**src/rtl/chip8_mem_pkg.sv**
```systemverilog
// Shared constants and types for the CHIP-8 unified memory port-A arbiter.
// Holds region bases and depths, processor access types, requester IDs and the completion tag.
package chip8_mem_pkg;

    localparam logic [1:0] PROC_MEM_TYPE_RAM = 2'd0;
    localparam logic [1:0] PROC_MEM_TYPE_REG = 2'd1;
    localparam logic [1:0] PROC_MEM_TYPE_STK = 2'd2;

    localparam int RAM_BASE  = 0;
    localparam int VRAM_BASE = 4096;
    localparam int REG_BASE  = 4352;
    localparam int STK_BASE  = 4375;

    localparam int REG_DEPTH = 23;
    localparam int STK_DEPTH = 32;
    localparam int DEPTH     = 4407;

    typedef enum logic [1:0] {
        REQ_PROC,
        REQ_VIDEO,
        REQ_FLASH
    } req_e;

    typedef struct packed {
        logic valid;
        req_e id;
        logic err;
    } tag_t;

    // Round-robin successor in the fixed PROC -> VIDEO -> FLASH ring.
    function automatic req_e next_req(req_e r);
        case (r)
            REQ_PROC:  return REQ_VIDEO;
            REQ_VIDEO: return REQ_FLASH;
            default:   return REQ_PROC;
        endcase
    endfunction

endpackage

```
**src/rtl/chip8_mem_arbiter_if.sv**
```systemverilog
// Requester handshakes and BRAM port-A command bus of the memory arbiter.
// The slave modport is the arbiter's view; master is the surrounding system's.
interface chip8_mem_arbiter_if #(
    parameter int ADDR_W = 13
);
    logic              proc_valid_in;
    logic              proc_ready_out;
    logic              proc_we_in;
    logic [1:0]        proc_type_in;
    logic [11:0]       proc_addr_in;
    logic [7:0]        proc_data_in;
    logic              proc_valid_out;
    logic              proc_err_out;

    logic              video_valid_in;
    logic              video_ready_out;
    logic              video_we_in;
    logic [7:0]        video_addr_in;
    logic [7:0]        video_data_in;
    logic              video_valid_out;

    logic              flash_valid_in;
    logic              flash_ready_out;
    logic [11:0]       flash_addr_in;
    logic [7:0]        flash_data_in;
    logic              flash_valid_out;

    logic              mem_en_out;
    logic              mem_we_out;
    logic [ADDR_W-1:0] mem_addr_out;
    logic [7:0]        mem_data_out;

    modport slave (
        input  proc_valid_in, proc_we_in, proc_type_in, proc_addr_in, proc_data_in,
        output proc_ready_out, proc_valid_out, proc_err_out,
        input  video_valid_in, video_we_in, video_addr_in, video_data_in,
        output video_ready_out, video_valid_out,
        input  flash_valid_in, flash_addr_in, flash_data_in,
        output flash_ready_out, flash_valid_out,
        output mem_en_out, mem_we_out, mem_addr_out, mem_data_out
    );

    modport master (
        output proc_valid_in, proc_we_in, proc_type_in, proc_addr_in, proc_data_in,
        input  proc_ready_out, proc_valid_out, proc_err_out,
        output video_valid_in, video_we_in, video_addr_in, video_data_in,
        input  video_ready_out, video_valid_out,
        output flash_valid_in, flash_addr_in, flash_data_in,
        input  flash_ready_out, flash_valid_out,
        input  mem_en_out, mem_we_out, mem_addr_out, mem_data_out
    );

endinterface

```
**src/rtl/chip8_pipeline.sv**
```systemverilog
// Generic resettable delay line: q is d delayed by STAGES clock cycles.
module chip8_pipeline #(
    parameter int WIDTH  = 1,
    parameter int STAGES = 1
) (
    input  logic             clk_in,
    input  logic             rst_n_in,
    input  logic [WIDTH-1:0] d,
    output logic [WIDTH-1:0] q
);

    logic [WIDTH-1:0] stage_q [STAGES];

    always_ff @(posedge clk_in or negedge rst_n_in) begin
        if (!rst_n_in) begin
            // NOTE: every stage is reset because it carries valid bits; a stale entry would complete after reset.
            for (int i = 0; i < STAGES; i++) stage_q[i] <= '0;
        end else begin
            stage_q[0] <= d;
            for (int i = 1; i < STAGES; i++) stage_q[i] <= stage_q[i-1];
        end
    end

    assign q = stage_q[STAGES-1];

endmodule

```
**src/rtl/chip8_rr_arbiter3.sv**
```systemverilog
// Three-way round-robin arbiter: combinational one-hot grant, registered priority pointer.
module chip8_rr_arbiter3
    import chip8_mem_pkg::*;
(
    input  logic       clk_in,
    input  logic       rst_n_in,
    input  logic [2:0] req,
    output logic [2:0] grant,
    output req_e       winner,
    output logic       any_grant
);

    req_e ptr;
    req_e cand1;
    req_e cand2;

    always_comb begin
        // NOTE: every output of this block gets a default first so no path can infer a latch.
        cand1     = next_req(ptr);
        cand2     = next_req(cand1);
        grant     = '0;
        winner    = ptr;
        any_grant = 1'b1;
        if (req[ptr])        winner = ptr;
        else if (req[cand1]) winner = cand1;
        else if (req[cand2]) winner = cand2;
        else                 any_grant = 1'b0;
        if (any_grant) grant[winner] = 1'b1;
    end

    always_ff @(posedge clk_in or negedge rst_n_in) begin
        // NOTE: state is updated with non-blocking assignments so every flop samples pre-edge values.
        if (!rst_n_in)      ptr <= REQ_PROC;
        else if (any_grant) ptr <= next_req(winner);
    end

endmodule

```
**src/rtl/chip8_mem_arbiter.sv**
```systemverilog
// Arbitrates processor, video and flash loader onto BRAM port A, one registered command per cycle.
// A tag delay line returns each requester's completion pulse aligned with BRAM read data.
module chip8_mem_arbiter
    import chip8_mem_pkg::*;
#(
    parameter int RD_LATENCY = 2,
    parameter int ADDR_W     = $clog2(DEPTH)
) (
    input  logic                 clk_in,
    input  logic                 rst_n_in,
    chip8_mem_arbiter_if.slave   bus
);

    logic [2:0]        req;
    logic [2:0]        grant;
    req_e              winner;
    logic              any_grant;

    logic [ADDR_W-1:0] sel_addr;
    logic [7:0]        sel_data;
    logic              sel_we;
    logic              sel_err;

    logic              mem_en_q;
    logic              mem_we_q;
    logic [ADDR_W-1:0] mem_addr_q;
    logic [7:0]        mem_data_q;

    tag_t              tag_in;
    tag_t              tag_out;

    // Requests are masked while reset is held so no ready_out is shown then.
    assign req = {bus.flash_valid_in, bus.video_valid_in, bus.proc_valid_in} & {3{rst_n_in}};

    chip8_rr_arbiter3 u_arb (
        .clk_in    (clk_in),
        .rst_n_in  (rst_n_in),
        .req       (req),
        .grant     (grant),
        .winner    (winner),
        .any_grant (any_grant)
    );

    assign bus.proc_ready_out  = grant[REQ_PROC];
    assign bus.video_ready_out = grant[REQ_VIDEO];
    assign bus.flash_ready_out = grant[REQ_FLASH];

    always_comb begin
        sel_addr = ADDR_W'(RAM_BASE) + ADDR_W'(bus.proc_addr_in);
        sel_data = bus.proc_data_in;
        sel_we   = bus.proc_we_in;
        sel_err  = 1'b0;
        case (winner)
            REQ_PROC: begin
                case (bus.proc_type_in)
                    PROC_MEM_TYPE_RAM: ;
                    PROC_MEM_TYPE_REG: begin
                        sel_addr = ADDR_W'(REG_BASE) + ADDR_W'(bus.proc_addr_in);
                        sel_err  = bus.proc_addr_in >= 12'(REG_DEPTH);
                    end
                    PROC_MEM_TYPE_STK: begin
                        sel_addr = ADDR_W'(STK_BASE) + ADDR_W'(bus.proc_addr_in);
                        sel_err  = bus.proc_addr_in >= 12'(STK_DEPTH);
                    end
                    default: sel_err = 1'b1;
                endcase
            end
            REQ_VIDEO: begin
                sel_addr = ADDR_W'(VRAM_BASE) + ADDR_W'(bus.video_addr_in);
                sel_data = bus.video_data_in;
                sel_we   = bus.video_we_in;
            end
            default: begin
                sel_addr = ADDR_W'(RAM_BASE) + ADDR_W'(bus.flash_addr_in);
                sel_data = bus.flash_data_in;
                sel_we   = 1'b1;
            end
        endcase
    end

    // Erroneous requests are accepted but never reach the BRAM pins.
    always_ff @(posedge clk_in or negedge rst_n_in) begin
        if (!rst_n_in) begin
            mem_en_q   <= 1'b0;
            mem_we_q   <= 1'b0;
            mem_addr_q <= '0;
            mem_data_q <= '0;
        end else begin
            mem_en_q <= any_grant && !sel_err;
            mem_we_q <= any_grant && !sel_err && sel_we;
            if (any_grant) begin
                mem_addr_q <= sel_addr;
                mem_data_q <= sel_data;
            end
        end
    end

    assign bus.mem_en_out   = mem_en_q;
    assign bus.mem_we_out   = mem_we_q;
    assign bus.mem_addr_out = mem_addr_q;
    assign bus.mem_data_out = mem_data_q;

    assign tag_in = '{valid: any_grant, id: winner, err: sel_err};

    chip8_pipeline #(
        .WIDTH  ($bits(tag_t)),
        .STAGES (RD_LATENCY + 1)
    ) u_tag_pipe (
        .clk_in   (clk_in),
        .rst_n_in (rst_n_in),
        .d        (tag_in),
        .q        (tag_out)
    );

    assign bus.proc_valid_out  = tag_out.valid && (tag_out.id == REQ_PROC);
    assign bus.proc_err_out    = bus.proc_valid_out && tag_out.err;
    assign bus.video_valid_out = tag_out.valid && (tag_out.id == REQ_VIDEO);
    assign bus.flash_valid_out = tag_out.valid && (tag_out.id == REQ_FLASH);

endmodule

```
**src/flat_wrapper.sv**
```systemverilog
// flat-port wrapper written by rule: the top's interface ports become plain ports
module chip8_mem_arbiter_flat import chip8_mem_pkg::*;
#(
    parameter int RD_LATENCY = 2,
    parameter int ADDR_W     = $clog2(DEPTH)
)
  (clk_in, rst_n_in, bus_proc_valid_in, bus_proc_we_in, bus_proc_type_in, bus_proc_addr_in, bus_proc_data_in, bus_proc_ready_out, bus_proc_valid_out, bus_proc_err_out, bus_video_valid_in, bus_video_we_in, bus_video_addr_in, bus_video_data_in, bus_video_ready_out, bus_video_valid_out, bus_flash_valid_in, bus_flash_addr_in, bus_flash_data_in, bus_flash_ready_out, bus_flash_valid_out, bus_mem_en_out, bus_mem_we_out, bus_mem_addr_out, bus_mem_data_out);
  chip8_mem_arbiter_if #(.ADDR_W(ADDR_W)) bus_i ();
  input  logic clk_in;
  input  logic rst_n_in;
  input wire logic [$bits(bus_i.proc_valid_in)-1:0] bus_proc_valid_in;
  input wire logic [$bits(bus_i.proc_we_in)-1:0] bus_proc_we_in;
  input wire logic [$bits(bus_i.proc_type_in)-1:0] bus_proc_type_in;
  input wire logic [$bits(bus_i.proc_addr_in)-1:0] bus_proc_addr_in;
  input wire logic [$bits(bus_i.proc_data_in)-1:0] bus_proc_data_in;
  output wire logic [$bits(bus_i.proc_ready_out)-1:0] bus_proc_ready_out;
  output wire logic [$bits(bus_i.proc_valid_out)-1:0] bus_proc_valid_out;
  output wire logic [$bits(bus_i.proc_err_out)-1:0] bus_proc_err_out;
  input wire logic [$bits(bus_i.video_valid_in)-1:0] bus_video_valid_in;
  input wire logic [$bits(bus_i.video_we_in)-1:0] bus_video_we_in;
  input wire logic [$bits(bus_i.video_addr_in)-1:0] bus_video_addr_in;
  input wire logic [$bits(bus_i.video_data_in)-1:0] bus_video_data_in;
  output wire logic [$bits(bus_i.video_ready_out)-1:0] bus_video_ready_out;
  output wire logic [$bits(bus_i.video_valid_out)-1:0] bus_video_valid_out;
  input wire logic [$bits(bus_i.flash_valid_in)-1:0] bus_flash_valid_in;
  input wire logic [$bits(bus_i.flash_addr_in)-1:0] bus_flash_addr_in;
  input wire logic [$bits(bus_i.flash_data_in)-1:0] bus_flash_data_in;
  output wire logic [$bits(bus_i.flash_ready_out)-1:0] bus_flash_ready_out;
  output wire logic [$bits(bus_i.flash_valid_out)-1:0] bus_flash_valid_out;
  output wire logic [$bits(bus_i.mem_en_out)-1:0] bus_mem_en_out;
  output wire logic [$bits(bus_i.mem_we_out)-1:0] bus_mem_we_out;
  output wire logic [$bits(bus_i.mem_addr_out)-1:0] bus_mem_addr_out;
  output wire logic [$bits(bus_i.mem_data_out)-1:0] bus_mem_data_out;
  assign bus_i.proc_valid_in = bus_proc_valid_in;
  assign bus_i.proc_we_in = bus_proc_we_in;
  assign bus_i.proc_type_in = bus_proc_type_in;
  assign bus_i.proc_addr_in = bus_proc_addr_in;
  assign bus_i.proc_data_in = bus_proc_data_in;
  assign bus_proc_ready_out = bus_i.proc_ready_out;
  assign bus_proc_valid_out = bus_i.proc_valid_out;
  assign bus_proc_err_out = bus_i.proc_err_out;
  assign bus_i.video_valid_in = bus_video_valid_in;
  assign bus_i.video_we_in = bus_video_we_in;
  assign bus_i.video_addr_in = bus_video_addr_in;
  assign bus_i.video_data_in = bus_video_data_in;
  assign bus_video_ready_out = bus_i.video_ready_out;
  assign bus_video_valid_out = bus_i.video_valid_out;
  assign bus_i.flash_valid_in = bus_flash_valid_in;
  assign bus_i.flash_addr_in = bus_flash_addr_in;
  assign bus_i.flash_data_in = bus_flash_data_in;
  assign bus_flash_ready_out = bus_i.flash_ready_out;
  assign bus_flash_valid_out = bus_i.flash_valid_out;
  assign bus_mem_en_out = bus_i.mem_en_out;
  assign bus_mem_we_out = bus_i.mem_we_out;
  assign bus_mem_addr_out = bus_i.mem_addr_out;
  assign bus_mem_data_out = bus_i.mem_data_out;
  chip8_mem_arbiter #(.RD_LATENCY(RD_LATENCY), .ADDR_W(ADDR_W)) u_core (.clk_in(clk_in), .rst_n_in(rst_n_in), .bus(bus_i));
endmodule
```
**config.mk**
```make
export PLATFORM = sky130hd
export DESIGN_NAME = chip8_mem_arbiter_flat
export DESIGN_NICKNAME = d
export VERILOG_FILES = /design/src/rtl/chip8_mem_pkg.sv /design/src/rtl/chip8_mem_arbiter_if.sv /design/src/rtl/chip8_pipeline.sv /design/src/rtl/chip8_rr_arbiter3.sv /design/src/rtl/chip8_mem_arbiter.sv /design/src/flat_wrapper.sv
export SDC_FILE = /design/constraint.sdc
export NUM_CORES = 1
export LEC_CHECK = 0
export CORE_ASPECT_RATIO = 2
export CORE_MARGIN = 3
export CORE_UTILIZATION = 40
export CTS_CLUSTER_DIAMETER = 100
export DETAILED_ROUTE_END_ITERATION = 8
export PLACE_DENSITY = 0.84
export SLEW_MARGIN = 10
export SYNTH_ARGS = -nofsm -noshare
export SYNTH_HDL_FRONTEND = slang
export SYNTH_SLANG_ARGS = --single-unit
```
**constraint.sdc**
```tcl
create_clock -name clk_in -period 5.58 [get_ports clk_in]
set_clock_uncertainty 0.15 [all_clocks]
set_input_delay 1.116 -clock clk_in [delete_from_list [all_inputs] [get_ports clk_in]]
set_output_delay 1.116 -clock clk_in [all_outputs]
set_load 0.1 [all_outputs]
```
==> reports/metrics.cfg, run 1 <==
[synth]
async_reset_ff_frac = 1.00
yosysUniqueCellTypes = 63
synthAdderAreaFrac = 0.0510
synth_top_cell_by_area = dfrtp_1
yosysTopAreaCellShare = 0.377
synth_cells = 270
ys_warn_count = 0
synthTopCellsByCount = dfrtp_1, nand2_1, nor2_1, o21ai_0
syn_nets = 345
synth_area_leaders = dfrtp_1, nand2_1, ha_1
synth-seq-cells = 37
synth_top_family_by_area = compound AO/OA/AOI/OAI gates
avgSynthCellArea_um2 = 9.09
synth-edff-count = 0
synth-seq-area-share = 0.377
synth-compound-area-share = 0.246
synthMuxAreaShare = 0.0413
yosys.area_share.xor_xnor = 0
synth_most_common_cell = dfrtp_1
synth_ff_type = dfrtp_1
yosys.area_share.simple = 0.217
synth_area_um2 = 2450

[clock_network]
clk_latency_ns = 0.28
cts_resized = 0
cts-root-buf = clkbuf_16
hold_buffers = 0
clockBufferDepth = 2
h-tree-depth = 2
numCtsBuffers = 5
post-cts-setup-buffers = 0
cts_tree = built
clock_sinks = 37
clk_transition_reported_paths_ns = 0.06

[hold_path]
hold_class = reg -> reg
whs_path_depth = 0

[global_route]
grt_pass1_wl_mm = 11.5
grt_pass1_vias = 2571
grt_antenna_before_repair = 0
busiest_layer = met2
grt_usage = 0.213
met3_usage = 0.0241
met1_usage = 0.210
grt_overflow = 0
grt_start_max_net_pins = 35
grt.met2_usage = 0.400

[routing]
drc_errors = 0
vias_per_cell = 5.89
vias = 2478
drt_wl_total_mm = 7.38
ant_nets = 0
post_drt_wl_per_cell_um = 17.5
drt_pre_antenna_iters = 5
first_iter_violations = 124

[timing]
setup_viol = 0
slew_headroom = 0.333
hold_violations = 0
period_needed_ns = 4.44
rsz0062_at_grt = false
final.setup.tns_ns = 0
tightest_slew_ns = 0.998
finalMaxSlewViolations = 0
fin_crit_sh = 0.796
fmax_ghz = 0.225
fin_ws_ns = 1.14

[setup_path]
cp-startpoint = bus_flash_valid_in
critical_path_arrival_ns = 3.18
criticalPathCategory = in -> out
critPathLaunchType = input port
critPathCaptureType = primary output
ff2ff_path_depth = 7
worst-path-max-fanout = 25
crit_end = bus_video_ready_out
cp.required_ns = 4.31
r2r_end = u_core.bus.mem_addr_out[0]
rr_startpoint = u_core.u_arb.ptr[1]
r2r_setup_slack_ns = 3.42

[floorplan]
die_w_um = 61.4
fp-row-count = 39
num_io_pins = 95
die_area_um2 = 7170
initial_core_util = 0.423
die_h_um = 117
core_region_area_um2 = 5810

[job]
max_cap_violations = 0

[layout]
n_fill_cell = 502
drive_gt1_frac = 0.0889
final_nets = 434
register_area_um2 = 926
n_antenna_cell = 0
design_area_um2 = 3560
syn_to_final_growth_pct = 45.0
multi_input_area_um2 = 1360

[place]
placed_area_um2 = 3390
port-buffer-count = 94
place.gp.congestion = 0.896
dp_hpwl_mm = 5.65
place_ws_ns = 1.12

[pwr]
leakage_nw = 1.51
vdd_ir_drop_max_v = 0.000148
total_power_mw = 1.53
pwr_density_cell_nw_per_um2 = 429

[status]
status = completed

[layout by cell type, fill, tap and decap left out, types with 3 or more instances in the layout]
cell | Yosys | routed
o211ai_1 | 3 | 3
clkbuf_16 | 0 | 5
nor4_1 | 3 | 3
nand2b_1 | 4 | 4
nand3b_1 | 3 | 3
o21ai_0 | 14 | 14
inv_1 | 11 | 11
a32oi_1 | 3 | 3
nor3_1 | 3 | 3
nand3_1 | 10 | 10
and2_1 | 4 | 4
nand4_1 | 3 | 3
dfrtp_1 | 37 | 37
clkdlybuf4s50_1 | 0 | 90
a21oi_1 | 11 | 11
nand2_1 | 36 | 36
a21oi_2 | 5 | 5
o221ai_1 | 9 | 9
a31oi_1 | 5 | 5
ha_1 | 10 | 10
nor2_1 | 22 | 22
a211o_1 | 3 | 3
mux2i_1 | 9 | 9
buf_4 | 2 | 6
[through the flow]
step | std cells | utilization | hold WS [ns]
after CTS | 421 | 0.613 | 0.196
final | 421 | 0.613 | 0.196
after global placement | 413 | 0.583 | 0.183
after detailed placement | 413 | 0.583 | 0.185
after global routing | 421 | 0.613 | 0.204
after floorplan | 270 | - | 0.181
[power by group]
group          switching [mW]  internal (mW)
Clock                   0.110          0.211
Combinational           0.599          0.226
Sequential             0.0421          0.338
[layout make-up]
cell class                 count  share of cell area
multi-input combinational    204               0.383
inverter                      13              0.0144
clock buffer                   5              0.0352
timing repair buffer          98               0.273
clock inverter                 3              0.0130
sequential                    37               0.260
tap                           61              0.0214
[critical path: stages]
cell	delay (ns)
clkdlybuf4s50_1	0.57
a21boi_2	0.25
o31ai_4	0.08
inv_2	0.36
nand4_4	0.25
nor2_1	0.32
buf_12	0.22
[cells by family (layout without fill, tap and decap cells)]
family                     Yosys count  in the layout
AOI/OAI and AO/OA                   80             80
adders and majority gates           10             10
buffers and inverters               29            119
DFF                                 37             37
muxes                               10             10
and+or+nand+nor                    104            104
[flip-flops by register name, summed over array words and instances (netlist names)]
name and count:
u_core.bus.mem_en_out 1, u_core.bus.mem_we_out 1, u_core.u_tag_pipe.q 4, u_core.bus.mem_data_out 8
u_core.bus.mem_addr_out 13, u_core.u_arb.ptr 2, u_core.u_tag_pipe.stage_q 8
[per-layer routing]
metal,share of wire,wire (um)
met5,0,0
met4,0.038,283
met3,0.073,537
met2,0.53,3930
met1,0.36,2630
[how the worst min path moves through the flow]
stage,startpoint,endpoint
2_1_floorplan,u_core.u_tag_pipe.stage_q[4],u_core.u_tag_pipe.q[0]
3_3_place_gp,u_core.u_tag_pipe.stage_q[7],u_core.u_tag_pipe.q[3]
6_report,u_core.u_tag_pipe.stage_q[6],u_core.u_tag_pipe.q[2]
3_5_place_dp,u_core.u_tag_pipe.stage_q[6],u_core.u_tag_pipe.q[2]
5_1_grt,u_core.u_tag_pipe.stage_q[6],u_core.u_tag_pipe.q[2]
4_1_cts,u_core.u_tag_pipe.stage_q[6],u_core.u_tag_pipe.q[2]
No activity file was read; power rests on OpenSTA's default activity.
==> run 2, diff against run 1 <==
==> constraint.sdc (replaced) <==
create_clock -name clk_in -period 4.26 [get_ports clk_in]
set_clock_uncertainty 0.15 [all_clocks]
set_input_delay 0.852 -clock clk_in [delete_from_list [all_inputs] [get_ports clk_in]]
set_output_delay 0.852 -clock clk_in [all_outputs]
set_load 0.1 [all_outputs]
==> reports/metrics.cfg, run 2 (synthesized netlist as in run 1, its figures left out) <==
[timing]
fin_ws_ns = 0.620  ; was 1.14 ns
rsz0062_at_grt = false  ; unchanged
finalMaxSlewViolations = 0  ; unchanged
tightest_slew_ns = 1.02  ; was 0.998 ns
fmax_ghz = 0.275
hold_ws_ns = 0.197  ; was 0.196 ns
fin_crit_sh = 0.854
slew_headroom = 0.319  ; was 0.333
hold_violations = 0  ; unchanged
setup_viol = 0  ; unchanged
period_needed_ns = 3.64
final.setup.tns_ns = 0  ; unchanged

[routing]
first_iter_violations = 151  ; was 124
drt_wl_total_mm = 7.31  ; was 7.38 mm
vias_per_cell = 5.90  ; was 5.89
vias = 2491  ; was 2478
drc_errors = 0  ; unchanged
post_drt_wl_per_cell_um = 17.3  ; was 17.5 um
ant_nets = 0  ; unchanged
drt_pre_antenna_iters = 4  ; was 5

[setup_path]
critical_path_arrival_ns = 2.64  ; was 3.18 ns
path_cells = clkdlybuf4s50_1 -> a21boi_2 -> o31ai_4 -> inv_2 -> nand4_4 -> nor2_1 -> buf_12  ; unchanged
critPathMaxStageDelay_ns = 0.58  ; was 0.57 ns
r2r_end = u_core.bus.mem_addr_out[0]  ; unchanged
cp.required_ns = 3.26  ; was 4.31 ns
critPathCaptureType = primary output  ; unchanged
path_buf_inv = 3  ; unchanged
criticalPathCategory = in -> out  ; unchanged
critPathLaunchType = input port  ; unchanged
rr_startpoint = u_core.u_arb.ptr[1]  ; unchanged
critPathTopFamily = buffers and inverters  ; unchanged
cp_slowest_cell = clkdlybuf4s50_1  ; unchanged
worst-path-max-fanout = 10  ; was 25
r2r_setup_slack_ns = 2.13  ; was 3.42 ns
crit_cells = 7  ; unchanged
ff2ff_path_depth = 7  ; unchanged

[floorplan]
core_region_area_um2 = 5810  ; unchanged
die_h_um = 117  ; unchanged
die_w_um = 61.4  ; unchanged
initial_core_util = 0.423  ; unchanged
num_io_pins = 95  ; unchanged
fp-row-count = 39  ; unchanged
die_area_um2 = 7170  ; unchanged

[global_route]
grt_pass1_wl_mm = 11.7  ; was 11.5 mm
grt_pass1_vias = 2510  ; was 2571
grt_overflow = 0  ; unchanged
grt_antenna_before_repair = 0  ; unchanged
grt_usage = 0.215  ; was 0.213
grt_start_max_net_pins = 27  ; was 35

[hold_path]
hp-start = u_core.u_tag_pipe.stage_q[11]  ; was u_core.u_tag_pipe.stage_q[6]
whs_path_depth = 0  ; unchanged
min_to = u_core.u_tag_pipe.stage_q[7]  ; was u_core.u_tag_pipe.q[2]
hold_class = reg -> reg  ; unchanged

[layout]
layout_commonest_cell = clkdlybuf4s50_1  ; unchanged
largest_reg_flops = 13  ; unchanged
n_antenna_cell = 0  ; unchanged
drive_gt1_frac = 0.0942  ; was 0.0889
final_cells = 422  ; was 421
syn_to_final_growth_pct = 47.4  ; was 45.0%
n_fill_cell = 471  ; was 502
fin_util = 0.623  ; was 0.613
final_cell_mix = clkdlybuf4s50_1, dfrtp_1, nand2_1  ; unchanged
final_nets = 435  ; was 434

[clock_network]
numCtsBuffers = 5  ; unchanged
cts_tree = built  ; unchanged
clk_transition_reported_paths_ns = 0.06  ; about the same
h-tree-depth = 2  ; unchanged
clockBufferDepth = 2  ; unchanged
cts-root-buf = clkbuf_16  ; unchanged
clk_latency_ns = 0.28  ; about the same
clock_sinks = 37  ; unchanged
cts_resized = 0  ; unchanged
post-cts-setup-buffers = 0  ; unchanged
hold_buffers = 0  ; unchanged

[place]
dp_hpwl_mm = 5.62  ; was 5.65 mm
place_ws_ns = 0.627  ; was 1.12 ns
port-buffer-count = 94  ; unchanged
place.gp.congestion = 0.899  ; was 0.896
dp.cells = 414  ; was 413

[status]
status = completed  ; unchanged

[job]
max_cap_violations = 0  ; unchanged

[pwr]
pwr_density_cell_nw_per_um2 = 572  ; was 429 nW/um^2
vdd_ir_drop_max_v = 0.000186  ; was 0.000148 V
leakage_nw = 1.54  ; was 1.51 nW

[run 2: cell types whose count changed in the layout (fill, tap and decap cells not counted), sizes merged]
| cell | delta |
|---|---|
| clkinv | -1 |
| bufinv | +1 |
| buf | +1 |
| clkinvlp | -1 |
| inv | +1 |
[run 2: cell type report]
cell class	instances	area [um^2]	share of cell area
clock buffers	5	125	0.0346
multi-input cells	204	1370	0.378
flip-flops and latches	37	926	0.256
well taps	61	76.3	0.0211
repair buffers	99	1000	0.277
inverters	13	51.3	0.0142
clock inverters	3	68.8	0.0190
[run 2: how the worst max path moves through the flow]
stage / startpoint / endpoint
after global placement: bus_flash_valid_in / bus_video_ready_out
after floorplan: rst_n_in / bus_flash_ready_out
after CTS: bus_flash_valid_in / bus_video_ready_out
final: bus_flash_valid_in / bus_video_ready_out
after global routing: bus_flash_valid_in / bus_video_ready_out
after detailed placement: bus_flash_valid_in / bus_video_ready_out
[run 2: worst reg2reg max path, cell delays in order (launching register included)]
cell and delay, ns:
dfrtp_1 0.45, nand3b_1 0.19, a31oi_1 0.26, and2_1 0.18, buf_4 0.25, inv_1 0.18, a32oi_1 0.26, a21oi_2 0.08
[run 2: stage by stage]
step	instance area [um^2]	power [mW]
CTS	3620	2.08
floorplan	2460	1.30
global placement	3420	1.58
global route	3620	2.15
detailed placement	3420	1.59
finish	3620	2.07
[run 2: per-layer routing]
| metal | up-vias | GRT usage | part of all wire | routed length (um) |
|---|---|---|---|---|
| met5 | - | 0 | 0 | 0 |
| met4 | 0 | 0.115 | 0.038 | 277 |
| met3 | 19 | 0.0231 | 0.069 | 505 |
| met2 | 114 | 0.395 | 0.54 | 3980 |
| met1 | 1185 | 0.227 | 0.35 | 2550 |
| li1 | 1173 | - | - | - |
[run 2: power by group]
part / internal [mW] / leakage (nW) / switching [mW]
registers: 0.443 / 0.453 / 0.0560
clock network: 0.337 / 0.0944 / 0.141
logic: 0.303 / 0.992 / 0.788
==> run 3, diff against run 2 <==
--- a/config.mk
+++ b/config.mk
@@ -11,6 +11,8 @@
 export CTS_CLUSTER_DIAMETER = 100
 export DETAILED_ROUTE_END_ITERATION = 8
 export PLACE_DENSITY = 0.84
+export SETUP_SLACK_MARGIN = 0.05
+export SKIP_LAST_GASP = 1
 export SLEW_MARGIN = 10
 export SYNTH_ARGS = -nofsm -noshare
 export SYNTH_HDL_FRONTEND = slang
==> results of run 3 <==
Final layout, timing and power as in run 2 (identical DEF).
